## src/rtl/logic_unit_arbiter_pkg.sv

```systemverilog
`default_nettype none
// ============================================================================
// Module  : logic_unit_pkg
// Desc    : Opcode and FSM state types shared by the logic-unit arbiter.
// Rev     : 1.0  initial release
// ============================================================================
package logic_unit_pkg;

  typedef enum logic [1:0] {
    OP_AND = 2'b00,
    OP_OR  = 2'b01,
    OP_XOR = 2'b10,
    OP_NOR = 2'b11
  } op_t;

  typedef enum logic [1:0] {
    IDLE  = 2'b00,
    ISSUE = 2'b01,
    WAIT  = 2'b10,
    RESP  = 2'b11
  } state_t;

endpackage
`default_nettype wire

```

## src/rtl/logic_unit_arbiter_if.sv

```systemverilog
`default_nettype none
// ============================================================================
// Module  : logic_unit_arbiter_if
// Desc    : Requester-side and shared-unit-side signals of the arbiter.
//           resp_err exists only when LU_TIMEOUT_EN is defined.
// Rev     : 1.0  initial release
// ============================================================================
interface logic_unit_arbiter_if
  import logic_unit_pkg::*;
#(
  parameter int NUM_REQ = 4,
  parameter int WIDTH   = 32
);
  logic [NUM_REQ-1:0]       req_valid;
  logic [NUM_REQ-1:0]       req_ready;
  logic [2*NUM_REQ-1:0]     req_op;
  logic [WIDTH*NUM_REQ-1:0] req_a;
  logic [WIDTH*NUM_REQ-1:0] req_b;
  logic [NUM_REQ-1:0]       resp_valid;
  logic [WIDTH-1:0]         resp_data;
`ifdef LU_TIMEOUT_EN
  logic                     resp_err;
`endif
  logic                     lu_start;
  op_t                      lu_op;
  logic [WIDTH-1:0]         lu_a;
  logic [WIDTH-1:0]         lu_b;
  logic [WIDTH-1:0]         lu_result;
  logic                     lu_done;

  modport slave (
    input  req_valid, req_op, req_a, req_b, lu_result, lu_done,
    output req_ready, resp_valid, resp_data, lu_start, lu_op, lu_a, lu_b
`ifdef LU_TIMEOUT_EN
    , output resp_err
`endif
  );

  modport master (
    output req_valid, req_op, req_a, req_b, lu_result, lu_done,
    input  req_ready, resp_valid, resp_data, lu_start, lu_op, lu_a, lu_b
`ifdef LU_TIMEOUT_EN
    , input resp_err
`endif
  );

endinterface
`default_nettype wire

```

## src/rtl/logic_unit_arbiter_rr_arbiter.sv

```systemverilog
`default_nettype none
// ============================================================================
// Module  : rr_arbiter
// Desc    : Combinational round-robin pick: first set req bit from ptr upward.
// Rev     : 1.0  initial release
// ============================================================================
module rr_arbiter #(
  parameter int NUM_REQ = 4,
  parameter int IDX_W   = 2
) (
  input  logic [NUM_REQ-1:0] req,
  input  logic [IDX_W-1:0]   ptr,
  output logic [NUM_REQ-1:0] gnt,
  output logic [IDX_W-1:0]   gnt_idx,
  output logic               gnt_any
);

  // Distance k from ptr is scanned in order; candidate i matches when i == (ptr+k) mod N.
  always_comb begin
    int pos;
    gnt     = '0;
    gnt_idx = '0;
    gnt_any = 1'b0;
    pos     = 0;
    for (int k = 0; k < NUM_REQ; k++) begin
      pos = int'(ptr) + k;
      if (pos >= NUM_REQ) pos = pos - NUM_REQ;
      for (int i = 0; i < NUM_REQ; i++) begin
        if (!gnt_any && req[i] && (i == pos)) begin
          gnt[i]  = 1'b1;
          gnt_idx = IDX_W'(i);
          gnt_any = 1'b1;
        end
      end
    end
  end

endmodule
`default_nettype wire

```

## src/rtl/logic_unit_arbiter.sv

```systemverilog
`default_nettype none
// ============================================================================
// Module  : logic_unit_arbiter
// Desc    : Round-robin sharing of one bitwise logic unit between requesters.
//           Optional WAIT timeout with resp_err: define LU_TIMEOUT_EN.
// Rev     : 1.0  initial release
// ============================================================================
module logic_unit_arbiter
  import logic_unit_pkg::*;
#(
  parameter int NUM_REQ = 4,
  parameter int WIDTH   = 32
`ifdef LU_TIMEOUT_EN
  ,
  parameter int TIMEOUT_CYCLES = 16
`endif
) (
  input  logic                clk,
  input  logic                rst_n,
  logic_unit_arbiter_if.slave bus
);

  localparam int IDX_W = (NUM_REQ > 1) ? $clog2(NUM_REQ) : 1;

  state_t           state_q, state_d;
  logic [IDX_W-1:0] rr_ptr_q, rr_ptr_d;
  logic [IDX_W-1:0] owner_q, owner_d;
  op_t              lu_op_q, lu_op_d;
  logic [WIDTH-1:0] lu_a_q, lu_a_d;
  logic [WIDTH-1:0] lu_b_q, lu_b_d;
  logic [WIDTH-1:0] resp_data_q, resp_data_d;

  logic [NUM_REQ-1:0] gnt;
  logic [IDX_W-1:0]   gnt_idx;
  logic               gnt_any;

`ifdef LU_TIMEOUT_EN
  localparam int CNT_W = $clog2(TIMEOUT_CYCLES + 1);
  logic [CNT_W-1:0] wait_cnt_q, wait_cnt_d;
  logic             err_q, err_d;
`endif

  rr_arbiter #(
    .NUM_REQ (NUM_REQ),
    .IDX_W   (IDX_W)
  ) u_rr_arbiter (
    .req     (bus.req_valid),
    .ptr     (rr_ptr_q),
    .gnt     (gnt),
    .gnt_idx (gnt_idx),
    .gnt_any (gnt_any)
  );

  always_comb begin
    state_d     = state_q;
    rr_ptr_d    = rr_ptr_q;
    owner_d     = owner_q;
    lu_op_d     = lu_op_q;
    lu_a_d      = lu_a_q;
    lu_b_d      = lu_b_q;
    resp_data_d = resp_data_q;
`ifdef LU_TIMEOUT_EN
    wait_cnt_d  = wait_cnt_q;
    err_d       = err_q;
`endif
    case (state_q)
      IDLE: begin
        // A grant always names a valid requester, so grant == handshake here.
        if (gnt_any) begin
          owner_d = gnt_idx;
          for (int i = 0; i < NUM_REQ; i++) begin
            if (gnt[i]) begin
              lu_op_d = op_t'(bus.req_op[2*i +: 2]);
              lu_a_d  = bus.req_a[i*WIDTH +: WIDTH];
              lu_b_d  = bus.req_b[i*WIDTH +: WIDTH];
            end
          end
          state_d = ISSUE;
        end
      end
      ISSUE: begin
`ifdef LU_TIMEOUT_EN
        wait_cnt_d = '0;
`endif
        state_d = WAIT;
      end
      WAIT: begin
        if (bus.lu_done) begin
          resp_data_d = bus.lu_result;
`ifdef LU_TIMEOUT_EN
          err_d       = 1'b0;
`endif
          state_d     = RESP;
        end
`ifdef LU_TIMEOUT_EN
        else if (wait_cnt_q == CNT_W'(TIMEOUT_CYCLES - 1)) begin
          resp_data_d = '0;
          err_d       = 1'b1;
          state_d     = RESP;
        end else begin
          wait_cnt_d = wait_cnt_q + CNT_W'(1);
        end
`endif
      end
      RESP: begin
        rr_ptr_d = (owner_q == IDX_W'(NUM_REQ - 1)) ? '0 : owner_q + IDX_W'(1);
        state_d  = IDLE;
      end
      default: state_d = IDLE;
    endcase
  end

  always_ff @(posedge clk or negedge rst_n) begin
    if (!rst_n) begin
      state_q     <= IDLE;
      rr_ptr_q    <= '0;
      owner_q     <= '0;
      lu_op_q     <= OP_AND;
      lu_a_q      <= '0;
      lu_b_q      <= '0;
      resp_data_q <= '0;
`ifdef LU_TIMEOUT_EN
      wait_cnt_q  <= '0;
      err_q       <= 1'b0;
`endif
    end else begin
      state_q     <= state_d;
      rr_ptr_q    <= rr_ptr_d;
      owner_q     <= owner_d;
      lu_op_q     <= lu_op_d;
      lu_a_q      <= lu_a_d;
      lu_b_q      <= lu_b_d;
      resp_data_q <= resp_data_d;
`ifdef LU_TIMEOUT_EN
      wait_cnt_q  <= wait_cnt_d;
      err_q       <= err_d;
`endif
    end
  end

  // Ready is masked during reset so a held request cannot look accepted.
  always_comb begin
    bus.req_ready  = '0;
    bus.resp_valid = '0;
    for (int i = 0; i < NUM_REQ; i++) begin
      bus.req_ready[i]  = rst_n && (state_q == IDLE) && gnt[i];
      bus.resp_valid[i] = (state_q == RESP) && (owner_q == IDX_W'(i));
    end
  end

  assign bus.lu_start  = (state_q == ISSUE);
  assign bus.lu_op     = lu_op_q;
  assign bus.lu_a      = lu_a_q;
  assign bus.lu_b      = lu_b_q;
  assign bus.resp_data = resp_data_q;
`ifdef LU_TIMEOUT_EN
  assign bus.resp_err  = (state_q == RESP) && err_q;
`endif

endmodule
`default_nettype wire
```

## src/flat_wrapper.sv

```systemverilog
// flat-port wrapper written by rule: the top's interface ports become plain ports
module logic_unit_arbiter_flat import logic_unit_pkg::*;
#(
  parameter int NUM_REQ = 4,
  parameter int WIDTH   = 32

)
  (clk, rst_n, bus_req_valid, bus_req_op, bus_req_a, bus_req_b, bus_lu_result, bus_lu_done, bus_req_ready, bus_resp_valid, bus_resp_data, bus_lu_start, bus_lu_op, bus_lu_a, bus_lu_b);
  logic_unit_arbiter_if #(.NUM_REQ(NUM_REQ), .WIDTH(WIDTH)) bus_i ();
  input  logic clk;
  input  logic rst_n;
  input wire logic [$bits(bus_i.req_valid)-1:0] bus_req_valid;
  input wire logic [$bits(bus_i.req_op)-1:0] bus_req_op;
  input wire logic [$bits(bus_i.req_a)-1:0] bus_req_a;
  input wire logic [$bits(bus_i.req_b)-1:0] bus_req_b;
  input wire logic [$bits(bus_i.lu_result)-1:0] bus_lu_result;
  input wire logic [$bits(bus_i.lu_done)-1:0] bus_lu_done;
  output wire logic [$bits(bus_i.req_ready)-1:0] bus_req_ready;
  output wire logic [$bits(bus_i.resp_valid)-1:0] bus_resp_valid;
  output wire logic [$bits(bus_i.resp_data)-1:0] bus_resp_data;
  output wire logic [$bits(bus_i.lu_start)-1:0] bus_lu_start;
  output wire logic [$bits(bus_i.lu_op)-1:0] bus_lu_op;
  output wire logic [$bits(bus_i.lu_a)-1:0] bus_lu_a;
  output wire logic [$bits(bus_i.lu_b)-1:0] bus_lu_b;
  assign bus_i.req_valid = bus_req_valid;
  assign bus_i.req_op = bus_req_op;
  assign bus_i.req_a = bus_req_a;
  assign bus_i.req_b = bus_req_b;
  assign bus_i.lu_result = bus_lu_result;
  assign bus_i.lu_done = bus_lu_done;
  assign bus_req_ready = bus_i.req_ready;
  assign bus_resp_valid = bus_i.resp_valid;
  assign bus_resp_data = bus_i.resp_data;
  assign bus_lu_start = bus_i.lu_start;
  assign bus_lu_op = bus_i.lu_op;
  assign bus_lu_a = bus_i.lu_a;
  assign bus_lu_b = bus_i.lu_b;
  logic_unit_arbiter #(.NUM_REQ(NUM_REQ), .WIDTH(WIDTH)) u_core (.clk(clk), .rst_n(rst_n), .bus(bus_i));
endmodule
```

## config.mk

```make
export PLATFORM = sky130hd
export DESIGN_NAME = logic_unit_arbiter_flat
export DESIGN_NICKNAME = d
export VERILOG_FILES = /design/src/rtl/logic_unit_arbiter_pkg.sv /design/src/rtl/logic_unit_arbiter_if.sv /design/src/rtl/logic_unit_arbiter_rr_arbiter.sv /design/src/rtl/logic_unit_arbiter.sv /design/src/flat_wrapper.sv
export SDC_FILE = /design/constraint.sdc
export NUM_CORES = 1
export LEC_CHECK = 0
export CORE_AREA = 2 2 159 161
export CTS_CLUSTER_DIAMETER = 60
export DETAILED_ROUTE_END_ITERATION = 12
export DIE_AREA = 0 0 161 163
export GPL_TIMING_DRIVEN = 0
export SYNTH_ARGS = -nofsm -noshare
export SYNTH_HDL_FRONTEND = slang
export SYNTH_SLANG_ARGS = --single-unit
export TNS_END_PERCENT = 5
```

## constraint.sdc

```tcl
create_clock -name clk -period 2.4 [get_ports clk]
set_clock_uncertainty 0.1 [all_clocks]
set_input_delay 0.48 -clock clk [delete_from_list [all_inputs] [get_ports clk]]
set_output_delay 0.48 -clock clk [all_outputs]
set_load 0.02 [all_outputs]
```

==> flow_metrics.env, run 1 <==
export IMPL_num_vias=7473
export IMPL_nets=1417
export IMPL_first_pass_iters=5
export IMPL_grt_pass1_vias=7494
export IMPL_ys_async_sr_fraction=1.00
export IMPL_die_y_um=163
export IMPL_crit_arrival_ps=1790
export IMPL_portBuffers=407
export IMPL_hold_worst_slack_ps=31.8
export IMPL_postPlaceCellArea_um2=11400
export IMPL_gr_usage_met2=0.407
export IMPL_syn_area_per_cell_um2=10.2
export IMPL_yosysTopAreaCell="dfrtp_1"
export IMPL_synth_compound_area_frac=0.311
export IMPL_synth_area_leaders="dfrtp_1, a221oi_2, a41oi_1"
export IMPL_clock_fmax_ghz=0.422
export IMPL_synth_nets=982
export IMPL_clkTransAtPathRegs_ps=90
export IMPL_powerDensity_nw_per_um2=1140
export IMPL_die_area_um2=26200
export IMPL_synth_area_um2=6840
export IMPL_coreArea_um2=24700
export IMPL_slew_viol_final=0
export IMPL_ys_warn_count=0
export IMPL_yosysMostFrequentCell="dfrtp_1"
export IMPL_final_cells=1441
export IMPL_cts_tree="built"
export IMPL_htree_levels=3
export IMPL_drc=0
export IMPL_start_util=0.277
export IMPL_required_ps=1820
export IMPL_grt_overflow_total=0
export IMPL_clk_latency_ps=370
export IMPL_yosys_cell_types_count=41
export IMPL_tightest_slew_ps=592
export IMPL_p_leak_nw=4.75
export IMPL_globalRoute_busiestLayer="met2"
export IMPL_cp_max_fo=9
export IMPL_grt_max_degree=72
export IMPL_numPlacedInstances=1409
export IMPL_post_route_period_util=0.987
export IMPL_routabilityCongestion=0.873
export IMPL_rows=58
export IMPL_startpoint="u_core.rr_ptr_q[1]$_DFFE_PN0P_"
export IMPL_synth_xor_area_frac=0
export IMPL_wl_um=31600
export IMPL_crit_type="flip-flop to output port"
export IMPL_io_pins=410
export IMPL_rsz0062_at_grt="yes"
export IMPL_timing_final_ws_setup_ps=32.2
export IMPL_antenna_cells=0
export IMPL_use_met3=0.0499
export IMPL_status="finished clean"
export IMPL_seq_area_frac_synth=0.380
export IMPL_chipWidth_um=161
export IMPL_slew_headroom=0.606
export IMPL_cts_root_buf="clkbuf_16"
export IMPL_hold_viol_final=0
export IMPL_max_clock_path_buffers=2
export IMPL_fin_setup_tns_ps=0
export IMPL_first_iter_violations=402
export IMPL_synth_top_family_by_area="compound AO/OA/AOI/OAI gates"
export IMPL_r2r_start="u_core.rr_ptr_q[0]$_DFFE_PN0P_"
export IMPL_ys_flop_type="dfrtp_1"
export IMPL_drt_vias_per_instance=5.19
export IMPL_synth_fa_ha_area_frac=0.0146
export IMPL_cts_sinks=104
export IMPL_grt_pass1_wl_um=45900
export IMPL_synth_edf_count=0
export IMPL_wl_per_cell_um=21.9
export IMPL_startpoint_type="flip-flop"
export IMPL_ant_nets=0
export IMPL_dp_slack_ps=-1040
export IMPL_place_hpwl_um=24100
export IMPL_cts_buffers=9
export IMPL_synth_seq_cells=104
export IMPL_setup_viol=0
export IMPL_max_cap_viol_count=0
export IMPL_netlist_top_cells_count="dfrtp_1, nor2_1, and2_1"
export IMPL_period_minus_slack_ps=2370
export IMPL_grt_usage=0.229
export IMPL_synth_mux_area_fraction=0.0560
export IMPL_endpoint_kind="output port"
export IMPL_synth_simple_area_share=0.176
export IMPL_n_fill_cell=2362
export IMPL_area_growth_pct=73.8
export IMPL_drive_above_1_share=0.160
export IMPL_grt_use_met1=0.281
export IMPL_yosys_area_top_type_share=0.380
export IMPL_antenna_found_initial=1
export IMPL_min_path_type="input port to asynchronous set/reset pin"
export IMPL_final_area_um2=11900
export IMPL_ir_drop_mv=0.515
export IMPL_synth_cells=671
==> kinds of logic after synthesis <==
kind of cell | count (synthesis)
fa+ha+maj | 8
buf+inv | 88
mux | 34
compound gates | 215
simple gates | 222
flops | 104
==> final timing paths <==
path	end	slack, ps	cells after the start
max	bus_req_ready[2]	30	6
max in group asynchronous	u_core.bus.resp_data[4]$_DFFE_PN0P_	1430	3
min in group clk	u_core.bus.resp_data[30]$_DFFE_PN0P_	410	1
min reg2reg	u_core.bus.resp_data[30]$_DFFE_PN0P_	410	1
max reg2reg	u_core.bus.lu_a[27]$_DFFE_PN0P_	140	8
min	u_core.bus.lu_b[15]$_DFFE_PN0P_	30	2
==> cell usage in the layout (no fill, tap or decap), drive strengths merged, types with 8 or more instances in the layout <==
cell and n:
a41oi 66, dfrtp 104, clkdlybuf4s50 396, mux2 34, inv 9, ha 8
and3 66, and2 70, o31ai 67, a221oi 66, nor2 72, buf 55
clkbuf 60
==> power by group <==
group / internal, mW / total, mW / switching (mW)
Clock: 0.779 / 1.66 / 0.884
Combinational: 4.08 / 8.73 / 4.65
Sequential: 2.66 / 3.14 / 0.481
==> sequential cells by signal, summed over array words and instances, names as in the netlist <==
register,flops
u_core.bus.lu_b,32
u_core.bus.lu_op,2
u_core.state_q,2
u_core.owner_q,2
u_core.bus.resp_data,32
u_core.rr_ptr_q,2
u_core.bus.lu_a,32
==> what timing repair did <==
item,4_1_cts,5_1_grt
cloned,0,0
buffers inserted,6,9
setup endpoints to repair,76,60
resized for setup,33,29
hold buffers,2,0
hold endpoints to repair,34,0
pin swaps,3,3
==> per-stage QoR <==
step | power (mW) | util
floorplan | 8.04 | -
global placement | 11.6 | 0.459
detailed placement | 11.7 | 0.460
CTS | 13.5 | 0.478
global route | 14.4 | 0.482
finish | 13.5 | 0.482
==> routing by layer <==
| layer | vias to the layer above | share of wire | routed length [um] |
|---|---|---|---|
| met2 | 316 | 0.50 | 15800 |
| met1 | 3616 | 0.41 | 12900 |
| met4 | 2 | 0.023 | 718 |
| met5 | - | 0.00041 | 13 |
| li1 | 3495 | - | - |
| met3 | 44 | 0.069 | 2180 |
==> area by class of cell <==
| class | instances | area (um2) | area share |
|---|---|---|---|
| multi-input cells | 479 | 3870 | 0.325 |
| clock buffers | 9 | 225 | 0.0189 |
| inverters | 4 | 15.0 | 0.00126 |
| clock inverters | 7 | 101 | 0.00852 |
| flip-flops and latches | 104 | 2600 | 0.219 |
| well taps | 330 | 413 | 0.0347 |
| plain buffers | 83 | 439 | 0.0369 |
| repair buffers | 425 | 4230 | 0.355 |
==> worst max-delay path, stage by stage (launching register included) <==
cell and delay [ps]:
dfrtp_1 370, buf_4 190, nor2b_2 190, o31ai_4 220, buf_6 170, nor2_1 40
clkdlybuf4s15_2 260
Power figures use the tool's default switching activity.
==> run 2: changes to the inputs <==
TNS_END_PERCENT = default   (was 5)
==> flow_metrics.env, run 2 (synthesis results as in run 1) <==
export IMPL_grt_pass1_wl_um=45900
export IMPL_rr_worst_depth=8
export IMPL_drt_vias_per_instance=5.18
export IMPL_slew_viol_final=0
export IMPL_post_route_period_util=0.980
export IMPL_startpoint_type="flip-flop"
export IMPL_layout_commonest_cell="clkdlybuf4s50_1"
export IMPL_power_frac_comb=0.646
export IMPL_status="finished clean"
export IMPL_drive_above_1_share=0.161
export IMPL_final_cell_mix="clkdlybuf4s50_1, dfrtp_1, nor2_1"
export IMPL_nets=1417
export IMPL_p_leak_nw=4.76
export IMPL_place_hpwl_um=24100
export IMPL_first_pass_iters=5
export IMPL_total_power_mw=13.5
export IMPL_chipWidth_um=161
export IMPL_n_fill_cell=2363
export IMPL_rows=58
export IMPL_powerDensity_nw_per_um2=1140
export IMPL_postPlaceCellArea_um2=11400
export IMPL_cts_tree="built"
export IMPL_die_area_um2=26200
export IMPL_drc=0
export IMPL_intPower_mw=7.53
export IMPL_fin_setup_tns_ps=0
export IMPL_clk_latency_ps=370
export IMPL_ant_nets=0
export IMPL_start_util=0.277
export IMPL_max_clock_path_buffers=2
export IMPL_cp_max_fo=9
export IMPL_max_cap_viol_count=0
export IMPL_grt_max_degree=72
export IMPL_htree_levels=3
export IMPL_setup_worst_path_end="bus_req_ready[2]"
export IMPL_required_ps=1820
export IMPL_portBuffers=407
export IMPL_clkTransAtPathRegs_ps=90
export IMPL_coreArea_um2=24700
export IMPL_startpoint="u_core.rr_ptr_q[1]$_DFFE_PN0P_"
export IMPL_cts_buffers=9
export IMPL_cts_root_buf="clkbuf_16"
export IMPL_grt_usage=0.229
export IMPL_grt_overflow_total=0
export IMPL_crit_type="flip-flop to output port"
export IMPL_ir_drop_mv=0.515
export IMPL_hold_viol_final=0
export IMPL_switchingPower_mw=6.02
export IMPL_period_minus_slack_ps=2350
export IMPL_antenna_found_initial=1
export IMPL_endpoint_kind="output port"
export IMPL_min_path_type="input port to asynchronous set/reset pin"
export IMPL_final_area_um2=11900
export IMPL_io_pins=410
export IMPL_clockPowerShare=0.122
export IMPL_wl_um=31500
export IMPL_first_iter_violations=412
export IMPL_die_y_um=163
export IMPL_num_vias=7468
export IMPL_wl_per_cell_um=21.9
export IMPL_setup_viol=0
export IMPL_slew_headroom=0.605
export IMPL_crit_arrival_ps=1770
export IMPL_grt_pass1_vias=7494
export IMPL_reg2reg_to="u_core.bus.lu_a[27]$_DFFE_PN0P_"
export IMPL_antenna_cells=0
export IMPL_r2r_start="u_core.rr_ptr_q[0]$_DFFE_PN0P_"
export IMPL_tightest_slew_ps=587
export IMPL_rsz0062_at_grt="yes"
export IMPL_area_growth_pct=73.9
export IMPL_routabilityCongestion=0.873
export IMPL_clock_fmax_ghz=0.425
export IMPL_r2r_slack_ps=140
export IMPL_switching_share=0.444
export IMPL_p_seq_frac=0.232
export IMPL_cts_sinks=104
## run 2: metrics by stage
| step | utilization | setup WS, ps | std cells | hold slack [ps] |
|---|---|---|---|---|
| finish | 0.482 | 48.9 | 1441 | 32.5 |
| global route | 0.482 | -18.4 | 1441 | 53.8 |
| global placement | 0.459 | -4750 | 1408 | 386 |
| floorplan | - | 155 | 671 | 84.4 |
| CTS | 0.478 | -164 | 1433 | 54.0 |
| detailed placement | 0.460 | -1040 | 1409 | 297 |
## run 2: repair_timing
item                                   4_1_cts  5_1_grt
cloned                                       0        0
setup endpoints to repair                   76       60
pin swaps                                    3        4
hold buffers                                 2        0
resized for setup                           33       32
buffers inserted                             6        9
endpoints found under the hold margin       34        0
## run 2: how the worst min path moves through the flow
stage | startpoint | end | slack (ps) | cells after the start
2_1_floorplan | rst_n | u_core.bus.lu_a[0]$_DFFE_PN0P_ | 80 | 0
3_5_place_dp | rst_n | u_core.bus.lu_b[18]$_DFFE_PN0P_ | 300 | 1
3_3_place_gp | u_core.bus.resp_data[30]$_DFFE_PN0P_ | u_core.bus.resp_data[30]$_DFFE_PN0P_ | 390 | 1
5_1_grt | rst_n | u_core.bus.lu_b[15]$_DFFE_PN0P_ | 50 | 2
6_report | rst_n | u_core.bus.lu_b[15]$_DFFE_PN0P_ | 30 | 2
4_1_cts | rst_n | u_core.bus.lu_b[15]$_DFFE_PN0P_ | 50 | 2
## run 2: final cells by class
cell class	instances	area, um2	area share
Clock buffer	9	225	0.0189
Sequential cell	104	2600	0.219
Inverter	4	15.0	0.00126
Timing Repair Buffer	425	4230	0.355
Clock inverter	7	101	0.00852
Buffer	83	440	0.0370
Tap cell	330	413	0.0347
Multi-Input combinational cell	479	3880	0.326
## run 2: power groups by stage
stage               combinational (mW)  sequential, mW  clock (mW)
finish                            8.75            3.14        1.66
detailed placement                8.55            3.17           0
CTS                               8.67            3.14        1.70
global placement                  8.50            3.14           0
global route                      9.39            3.24        1.76
floorplan                         3.93            4.11           0
## run 2: metal layers
| metal | part of all wire | routed length [um] | track usage | up-vias |
|---|---|---|---|---|
| li1 | - | - | - | 3498 |
| met2 | 0.50 | 15800 | 0.407 | 322 |
| met1 | 0.41 | 12800 | 0.281 | 3607 |
| met4 | 0.021 | 673 | 0.0621 | 2 |
| met5 | 0.00038 | 12 | 0 | - |
| met3 | 0.071 | 2220 | 0.0499 | 39 |
## run 2: critical path, cell delays in order (launching register included)
cell	delay (ps)
dfrtp_1	370
buf_4	190
nor3b_4	240
o31ai_4	100
buf_6	150
nor2_1	70
clkdlybuf4s15_2	270
